## config.mk

```make
export PLATFORM = sky130hd
export DESIGN_NAME = booth_mac_array_flat
export DESIGN_NICKNAME = d
export VERILOG_FILES = /design/src/rtl/booth_mac_array_if.sv /design/src/rtl/booth_mac_array.sv /design/src/flat_wrapper.sv
export SDC_FILE = /design/constraint.sdc
export NUM_CORES = 2
export LEC_CHECK = 0
export ABC_CLOCK_PERIOD_IN_PS = 15700
export CAP_MARGIN = 20
export CORE_UTILIZATION = 50
export DETAILED_ROUTE_END_ITERATION = 6
export PLACE_DENSITY_LB_ADDON = 0.25
export SLEW_MARGIN = 20
export SYNTH_ARGS = -nofsm -noshare
export SYNTH_HDL_FRONTEND = slang
export SYNTH_SLANG_ARGS = --single-unit
```

## constraint.sdc

```tcl
create_clock -name clk -period 15.7 [get_ports clk]
set_input_delay 3.14 -clock clk [delete_from_list [all_inputs] [get_ports clk]]
set_output_delay 3.14 -clock clk [all_outputs]
set_load 0.005 [all_outputs]
```

## src/rtl/booth_mac_array_if.sv

```systemverilog
// Beat-in / result-out handshake bundle for booth_mac_array.
// The producer/consumer side uses master; the MAC array uses slave.
interface booth_mac_array_if #(
  parameter int LANES = 9,
  parameter int DW    = 8,
  parameter int ACCW  = 32
);
  logic                  in_valid;
  logic                  in_ready;
  logic [LANES*DW-1:0]   multiplicand;
  logic [LANES*DW-1:0]   multiplier;
  logic                  in_unsigned;
  logic                  in_last;
  logic                  out_valid;
  logic                  out_ready;
  logic [ACCW-1:0]       out_result;
  logic                  out_ovf;

  modport master (
    output in_valid, multiplicand, multiplier, in_unsigned, in_last, out_ready,
    input  in_ready, out_valid, out_result, out_ovf
  );

  modport slave (
    input  in_valid, multiplicand, multiplier, in_unsigned, in_last, out_ready,
    output in_ready, out_valid, out_result, out_ovf
  );
endinterface

```

## src/rtl/booth_mac_array.sv

```systemverilog
// Pipelined radix-4 Booth multiply-accumulate array: LANES products per beat,
// reduced to one sum-of-products, accumulated per group, one result per group.
module booth_mac_array #(
  parameter int LANES = 9,
  parameter int DW    = 8,
  parameter int ACCW  = 32
) (
  input logic              clk,
  input logic              reset_n,
  booth_mac_array_if.slave bus
);

  localparam int NPP  = DW / 2 + 1;
  localparam int PPW  = DW + 2;
  localparam int SOPW = 2 * DW + 1 + $clog2(LANES);
  localparam int AW   = ((ACCW > SOPW) ? ACCW : SOPW) + 2;

  logic                en;
  logic [PPW-1:0]      pp_d  [LANES][NPP];
  logic                s1_valid, s1_last, s1_uns;
  logic [PPW-1:0]      s1_pp [LANES][NPP];
  logic [SOPW-1:0]     sop_d;
  logic                s2_valid, s2_last, s2_uns;
  logic [SOPW-1:0]     s2_sop;
  logic [AW-1:0]       sum;
  logic                add_ovf;
  logic [ACCW-1:0]     acc;
  logic                acc_ovf;
  logic [ACCW-1:0]     out_result_q;
  logic                out_ovf_q;
  logic                out_valid_q;

  assign en              = !(out_valid_q && !bus.out_ready);
  assign bus.in_ready    = en;
  assign bus.out_valid   = out_valid_q;
  assign bus.out_result  = out_result_q;
  assign bus.out_ovf     = out_ovf_q;

  function automatic logic [PPW-1:0] ext_x(input logic [DW-1:0] v, input logic uns);
    return {{2{v[DW-1] & ~uns}}, v};
  endfunction

  function automatic logic [2:0] booth_trip(input logic [DW-1:0] v, input logic uns, input int j);
    logic [DW+2:0] yz;
    yz = {{2{v[DW-1] & ~uns}}, v, 1'b0};
    return yz[2*j+2 -: 3];
  endfunction

  function automatic logic [PPW-1:0] booth_pp(input logic [PPW-1:0] x, input logic [2:0] trip);
    case (trip)
      3'b001, 3'b010: return x;
      3'b011:         return x << 1;
      3'b100:         return -(x << 1);
      3'b101, 3'b110: return -x;
      default:        return '0;
    endcase
  endfunction

  // Top partial product only exists for unsigned operands (the zero-extended digit).
  always_comb begin
    for (int l = 0; l < LANES; l++) begin
      for (int j = 0; j < NPP; j++) begin
        pp_d[l][j] = (j == NPP - 1 && !bus.in_unsigned) ? '0 :
          booth_pp(ext_x(bus.multiplicand[LANES*DW-1-DW*l -: DW], bus.in_unsigned),
                   booth_trip(bus.multiplier[LANES*DW-1-DW*l -: DW], bus.in_unsigned, j));
      end
    end
  end

  // NOTE: combinational blocks assign a default before any conditional/loop update, so no latch is inferred.
  always_comb begin
    sop_d = '0;
    for (int l = 0; l < LANES; l++) begin
      for (int j = 0; j < NPP; j++) begin
        sop_d = sop_d + ({{(SOPW-PPW){s1_pp[l][j][PPW-1]}}, s1_pp[l][j]} << (2 * j));
      end
    end
  end

  // Each beat extends the accumulator per its own mode; overflow is judged in that mode too.
  always_comb begin
    sum     = {{(AW-ACCW){acc[ACCW-1] & ~s2_uns}}, acc}
            + {{(AW-SOPW){s2_sop[SOPW-1] & ~s2_uns}}, s2_sop};
    add_ovf = s2_uns ? (sum[AW-1:ACCW] != '0)
                     : ((sum[AW-1:ACCW-1] != '0) && (sum[AW-1:ACCW-1] != '1));
  end

  // NOTE: state registers use non-blocking assignments so every stage samples pre-edge values.
  always_ff @(posedge clk) begin
    if (!reset_n) begin
      s1_valid     <= 1'b0;
      s2_valid     <= 1'b0;
      acc          <= '0;
      acc_ovf      <= 1'b0;
      out_result_q <= '0;
      out_ovf_q    <= 1'b0;
      out_valid_q  <= 1'b0;
    end else if (en) begin
      s1_valid <= bus.in_valid;
      s2_valid <= s1_valid;
      if (out_valid_q) out_valid_q <= 1'b0;
      if (s2_valid) begin
        if (s2_last) begin
          out_result_q <= sum[ACCW-1:0];
          out_ovf_q    <= acc_ovf | add_ovf;
          out_valid_q  <= 1'b1;
          acc          <= '0;
          acc_ovf      <= 1'b0;
        end else begin
          acc          <= sum[ACCW-1:0];
          acc_ovf      <= acc_ovf | add_ovf;
        end
      end
    end
  end

  // NOTE: payload registers carry no reset; they are only consumed when their valid bit is set.
  always_ff @(posedge clk) begin
    if (en) begin
      s1_pp   <= pp_d;
      s1_last <= bus.in_last;
      s1_uns  <= bus.in_unsigned;
      s2_sop  <= sop_d;
      s2_last <= s1_last;
      s2_uns  <= s1_uns;
    end
  end

endmodule
```

## src/flat_wrapper.sv

```systemverilog
// flat-port wrapper written by rule: the top's interface ports become plain ports
module booth_mac_array_flat 
#(
  parameter int LANES = 9,
  parameter int DW    = 8,
  parameter int ACCW  = 32
)
  (clk, reset_n, bus_in_valid, bus_multiplicand, bus_multiplier, bus_in_unsigned, bus_in_last, bus_out_ready, bus_in_ready, bus_out_valid, bus_out_result, bus_out_ovf);
  booth_mac_array_if #(.LANES(LANES), .DW(DW), .ACCW(ACCW)) bus_i ();
  input logic clk;
  input logic reset_n;
  input wire logic [$bits(bus_i.in_valid)-1:0] bus_in_valid;
  input wire logic [$bits(bus_i.multiplicand)-1:0] bus_multiplicand;
  input wire logic [$bits(bus_i.multiplier)-1:0] bus_multiplier;
  input wire logic [$bits(bus_i.in_unsigned)-1:0] bus_in_unsigned;
  input wire logic [$bits(bus_i.in_last)-1:0] bus_in_last;
  input wire logic [$bits(bus_i.out_ready)-1:0] bus_out_ready;
  output wire logic [$bits(bus_i.in_ready)-1:0] bus_in_ready;
  output wire logic [$bits(bus_i.out_valid)-1:0] bus_out_valid;
  output wire logic [$bits(bus_i.out_result)-1:0] bus_out_result;
  output wire logic [$bits(bus_i.out_ovf)-1:0] bus_out_ovf;
  assign bus_i.in_valid = bus_in_valid;
  assign bus_i.multiplicand = bus_multiplicand;
  assign bus_i.multiplier = bus_multiplier;
  assign bus_i.in_unsigned = bus_in_unsigned;
  assign bus_i.in_last = bus_in_last;
  assign bus_i.out_ready = bus_out_ready;
  assign bus_in_ready = bus_i.in_ready;
  assign bus_out_valid = bus_i.out_valid;
  assign bus_out_result = bus_i.out_result;
  assign bus_out_ovf = bus_i.out_ovf;
  booth_mac_array #(.LANES(LANES), .DW(DW), .ACCW(ACCW)) u_core (.clk(clk), .reset_n(reset_n), .bus(bus_i));
endmodule
```

Word-level counts from Yosys, hierarchy flattened:

Cells that the tools add are included.

* flip-flop bits (word level): 544
* latch bits: 0
* RAM bits: 0
* bits in read-only memories: 0
* input port bits: 150
* output and inout port bits: 35
* word-level logic and storage cells: 518
* memories: 0

* add/sub/neg operators: 63
* multiply operators: 0
* divide/modulo/power cells: 0
* order comparisons: 0
* eq/ne operators: 244
* shift operators: 0
* multiplexer cells: 50
* bitwise logic cells: 24
* reductions and logical operators: 80

Operators with widths (count)
* $pmux 10 s4: 36
* $add 21x21->21: 43
* $eq 3x3->1 const B: 108
* $pmux 10 s3: 9
* $eq 3x2->1 const B: 72
* $neg 10->10: 18
* $reduce_or 2->1: 72
* $eq 3x1->1 const B: 36
* $eq 2x2->1 const B: 18
* $add 33x22->34: 1
* $mux 32: 1
* $and 1x1->1: 20
* $eq 2x1->1 const B: 9
* $add 10x12->13: 1
* $mux 1: 4
* $ne 3x3->1 const B: 1
* $not 1->1: 3
* $reduce_and 3->1: 1
* $reduce_bool 3->1: 1
* $logic_and 1x1->1: 2
* $logic_not 1->1: 2
* $reduce_and 2->1: 1
* $reduce_bool 2->1: 1
* $or 1x1->1: 1

Longest topological paths before layout:

* depth after elaboration: 44
* mapped depth: 33
* mapped depth without buffers: 33

Worst setup path before layout:

Ideal clock, no wire load.

* path type: in2reg
* start point: input bus_out_ready
* end point: register u_core.acc[30]
* library setup time: 0.076 ns
* arrival: 15.840 ns
* required time: 15.624 ns
* path slack: -0.215 ns
* stages on the path: 7
* path buffers: 1
* path through: nor2b_1 inv_1 nand2_1 nor2_1 clkbuf_1 nand3b_1 a21boi_0

* word-level cells in the longest chain between the ends: 4

Ends and longest elaborated chain
* start: declaration: line flat_wrapper.sv:17 `input wire logic [$bits(bus_i.out_ready)-1:0] bus_out_ready;`
* $logic_not 1->1: line booth_mac_array.sv:33 `assign en = !(out_valid_q && !bus.out_ready);`
* $logic_and 1x1->1: line booth_mac_array.sv:33
* $not 1->1 (no line)
* $reduce_and 2->1 (no line)
* end signal: assignment: line booth_mac_array.sv:110 `acc <= sum[ACCW-1:0];`
* end: declaration: line booth_mac_array.sv:27 `logic [ACCW-1:0] acc;`

Every way passes these cells.
A chain may end at the register's enable or synchronous reset.

Worst setup path in the final report:

* start point: register u_core.s1_pp[430] in the netlist's numbering
* end point: register u_core.s2_sop[19] (data pin)

* word-level cells in the longest chain between the ends: 44

Ends and longest elaborated chain
* start: declaration: line booth_mac_array.sv:21 `logic [PPW-1:0] s1_pp [LANES][NPP];`
* start signal: assignment: line booth_mac_array.sv:120 `s1_pp <= pp_d;`
* $add 10x12->13: line booth_mac_array.sv:75 `sop_d = sop_d + ({{(SOPW-PPW){s1_pp[l][j][PPW-1]}}, s1_pp[l][j]} << (2 * j));`
* $add 21x21->21 (43 in series): line booth_mac_array.sv:75
* named net u_core.sop_d[19]: line booth_mac_array.sv:22 `logic [SOPW-1:0] sop_d;`
* end signal: assignment: line booth_mac_array.sv:123 `s2_sop <= sop_d;`
* end: declaration: line booth_mac_array.sv:24 `logic [SOPW-1:0] s2_sop;`

The timed path passes the listed nets, and every way through them passes these cells.

==> out/results.tsv <==
metric	value	unit
crit-path most repeated cell	fa_1	
Row Count	112	
CP max-delay cell	fa_1	
critical path fanouts, max	4	
minimum clock period	8770	ps
vias in the first global route	33500	
EDFF count, synth	475	
Routed Antenna Nets	0	
data required time of the worst path	16070	ps
HPWL Detailed	100	mm
Tot GR Track Use	27.7	%
Clk Latency, worst-skew pair	640	ps
# hold bufs at CTS	0	
vias	34600	
Clock Sinks	544	
Post-DP Area	49900	µm²
critical path class	reg -> reg	
status	finished with violations	
layout cell share with drive strength beyond 1	3.53	%
Worst-Margin Slew	1070	ps
Pre-antenna DRT Iters	7	
CTS clk-pin slew, worst paths	70	ps
FILL cells	8124	
post-synthesis mux area share	1.44	%
Unique masters post-synth	90	
gpl congestion	0.956	
Yosys reg bits	544	
root buffer cell	clkbuf_16	
Async SR Flop Fraction	0	%
Final Hold Fails	0	
Initial Util	50.6	%
RSZ-0062 raised after global routing	false	
adder-cell area share of the yosys netlist	26.9	%
initial antenna violation count	3	
DRT Wirelength	131	mm
Chip Height	310	µm
I/O pins	185	
FF/Latch Area	15600	µm²
max-slew violations	0	
Max-Cap Viols	0	
grt ovf	0	
drt first-iter violations	3713	
first-pass GRT wire length	201	mm
# resized after CTS	0	
Final period util	55.8	%
relative slew slack	28.1	%
CTS buffer count	66	
Synth Flop Type	edfxtp_1	
setup_tns	0	ps
crit path capture type	flip-flop	
worst path buffer plus inverter count	3	
Post-Place Cells	5860	
most frequent cells in the layout	inv_1 (672), fa_1 (573), edfxtp_1 (475)	
Fmax	114	MHz
post-synthesis instance total	4660	
violated checks	DRC	
Arr. time, crit path	9140	ps
Port Buffers	184	
syn_area_per_cell	10.2	µm²
XOR/XNOR Fraction of Synth Area	5.15	%
vias per cell	5.79	
post-synthesis simple-gate area fraction	10.0	%
CTS tree	done	
Area growth, synth to finish	10.1	%
clock tree buffer depth	3	
# H-tree levels	3	
post-synthesis compound-gate area fraction	15.6	%
final setup vio count	0	
Top Family by Delay on Critical Path	adder cells	
sequential-to-total area share from yosys stat	33.1	%
die area	95900	µm²
largest net degree at the start of global routing	167	
main combinational cell family by area after synthesis	adder cells	
slowest stage delay, CP	530	ps
# nets final	5498	
most common cell after layout, fill and taps aside	inv_1	
postcts setup bufs	0	
Final Instance Count excl. Fillers	5982	
Worst Clk Skew	27.3	ps
HP Class	reg -> reg	
Ys Warns	0	
area of the multi-input gates	28100	µm²
critical path launch point type	flip-flop	
Core ar.	93500	µm²
Die X	310	µm
DRC	7	
fin area	52100	µm²
routed len/inst	21.8	µm
Hold WS	420	ps
Post-Synthesis Cell Area	47300	µm²
[cells by family after synthesis]
kind of cell	count (synthesis)
buffers and inverters	969
xor gates and xnor gates	272
AOI/OAI and AO/OA	1125
DFF	544
adders and majority gates	674
other	1
muxes	67
and+or+nand+nor	1008
[synth_stat cells, drive strengths merged (29+ instances only)]
| master | count | area, µm² |
|---|---|---|
| and3 | 77 | 482 |
| nand2b | 43 | 269 |
| dfxtp | 69 | 1380 |
| o21ai | 373 | 1870 |
| clkbuf | 250 | 941 |
| o211ai | 48 | 365 |
| fa | 573 | 11500 |
| nor3 | 35 | 175 |
| or3 | 35 | 224 |
| xnor2 | 210 | 1890 |
| edfxtp | 475 | 14300 |
| o31ai | 29 | 231 |
| mux2i | 61 | 611 |
| o22ai | 30 | 188 |
| a221oi | 130 | 1140 |
| nor2 | 238 | 896 |
| ha | 101 | 1260 |
| nor2b | 81 | 507 |
| inv | 676 | 2540 |
| a21oi | 198 | 995 |
| and2 | 64 | 400 |
| nand2 | 375 | 1410 |
| a22o | 77 | 674 |
| buf | 33 | 159 |
| xor2 | 62 | 543 |
| a22oi | 80 | 601 |
[through the flow]
step                      utilization, %  setup slack, ps
final                               55.7             6930
after global routing                55.7             6540
after detailed placement            53.4             7040
after floorplan                        -             3700
after CTS                           55.7             7020
after global placement              53.4             7100
[layer usage]
layer	wire (µm)	GRT usage, %	vias up
met2	62300	45.1	1419
met5	27	0	-
met3	10100	4.59	178
li1	-	-	15900
met1	55300	38.8	17100
met4	2970	6.39	4
[worst reg2reg max path: cells and delay by family, from the launching register on]
family	cells	cell delay, ps
AOI/OAI and AO/OA	10	2380
xor gates and xnor gates	1	160
adders and majority gates	12	4970
buffers and inverters	3	190
DFF	1	370
and+or+nand+nor	5	490
[worst paths after layout]
kind | startpoint | to | slack, ps | cells past startpoint
min | u_core.s1_uns$_DFFE_PN_ | u_core.s2_uns$_DFFE_PN_ | 420 | 0
min reg2reg | u_core.s1_uns$_DFFE_PN_ | u_core.s2_uns$_DFFE_PN_ | 420 | 0
max | u_core.s1_pp[430]$_DFFE_PN_ | u_core.s2_sop[19]$_DFFE_PN_ | 6930 | 31
max reg2reg | u_core.s1_pp[430]$_DFFE_PN_ | u_core.s2_sop[19]$_DFFE_PN_ | 6930 | 31
[state kept, by name (all words and copies together), names as in the netlist]
| register | flops |
|---|---|
| u_core.s1_pp | 450 |
| u_core.s2_sop | 21 |
| u_core.s2_last | 1 |
| u_core.s2_valid | 1 |
| u_core.s1_valid | 1 |
| u_core.acc_ovf | 1 |
| u_core.s1_uns | 1 |
| u_core.s2_uns | 1 |
| u_core.bus.out_result | 32 |
| u_core.bus.out_ovf | 1 |
| u_core.s1_last | 1 |
| u_core.acc | 32 |
| u_core.bus.out_valid | 1 |
[area by class of cell]
class / instances / area share (%)
inverters: 686 / 4.95
clock buffers: 83 / 3.47
diodes: 3 / 0.0144
clock inverters: 36 / 0.670
flip-flops and latches: 544 / 30.0
repair buffers: 212 / 3.95
well taps: 1254 / 3.01
multi-input cells: 3164 / 53.9
Power is not shown: default switching activity piles up to over one toggle a cycle in this logic, so the estimate is an artifact.
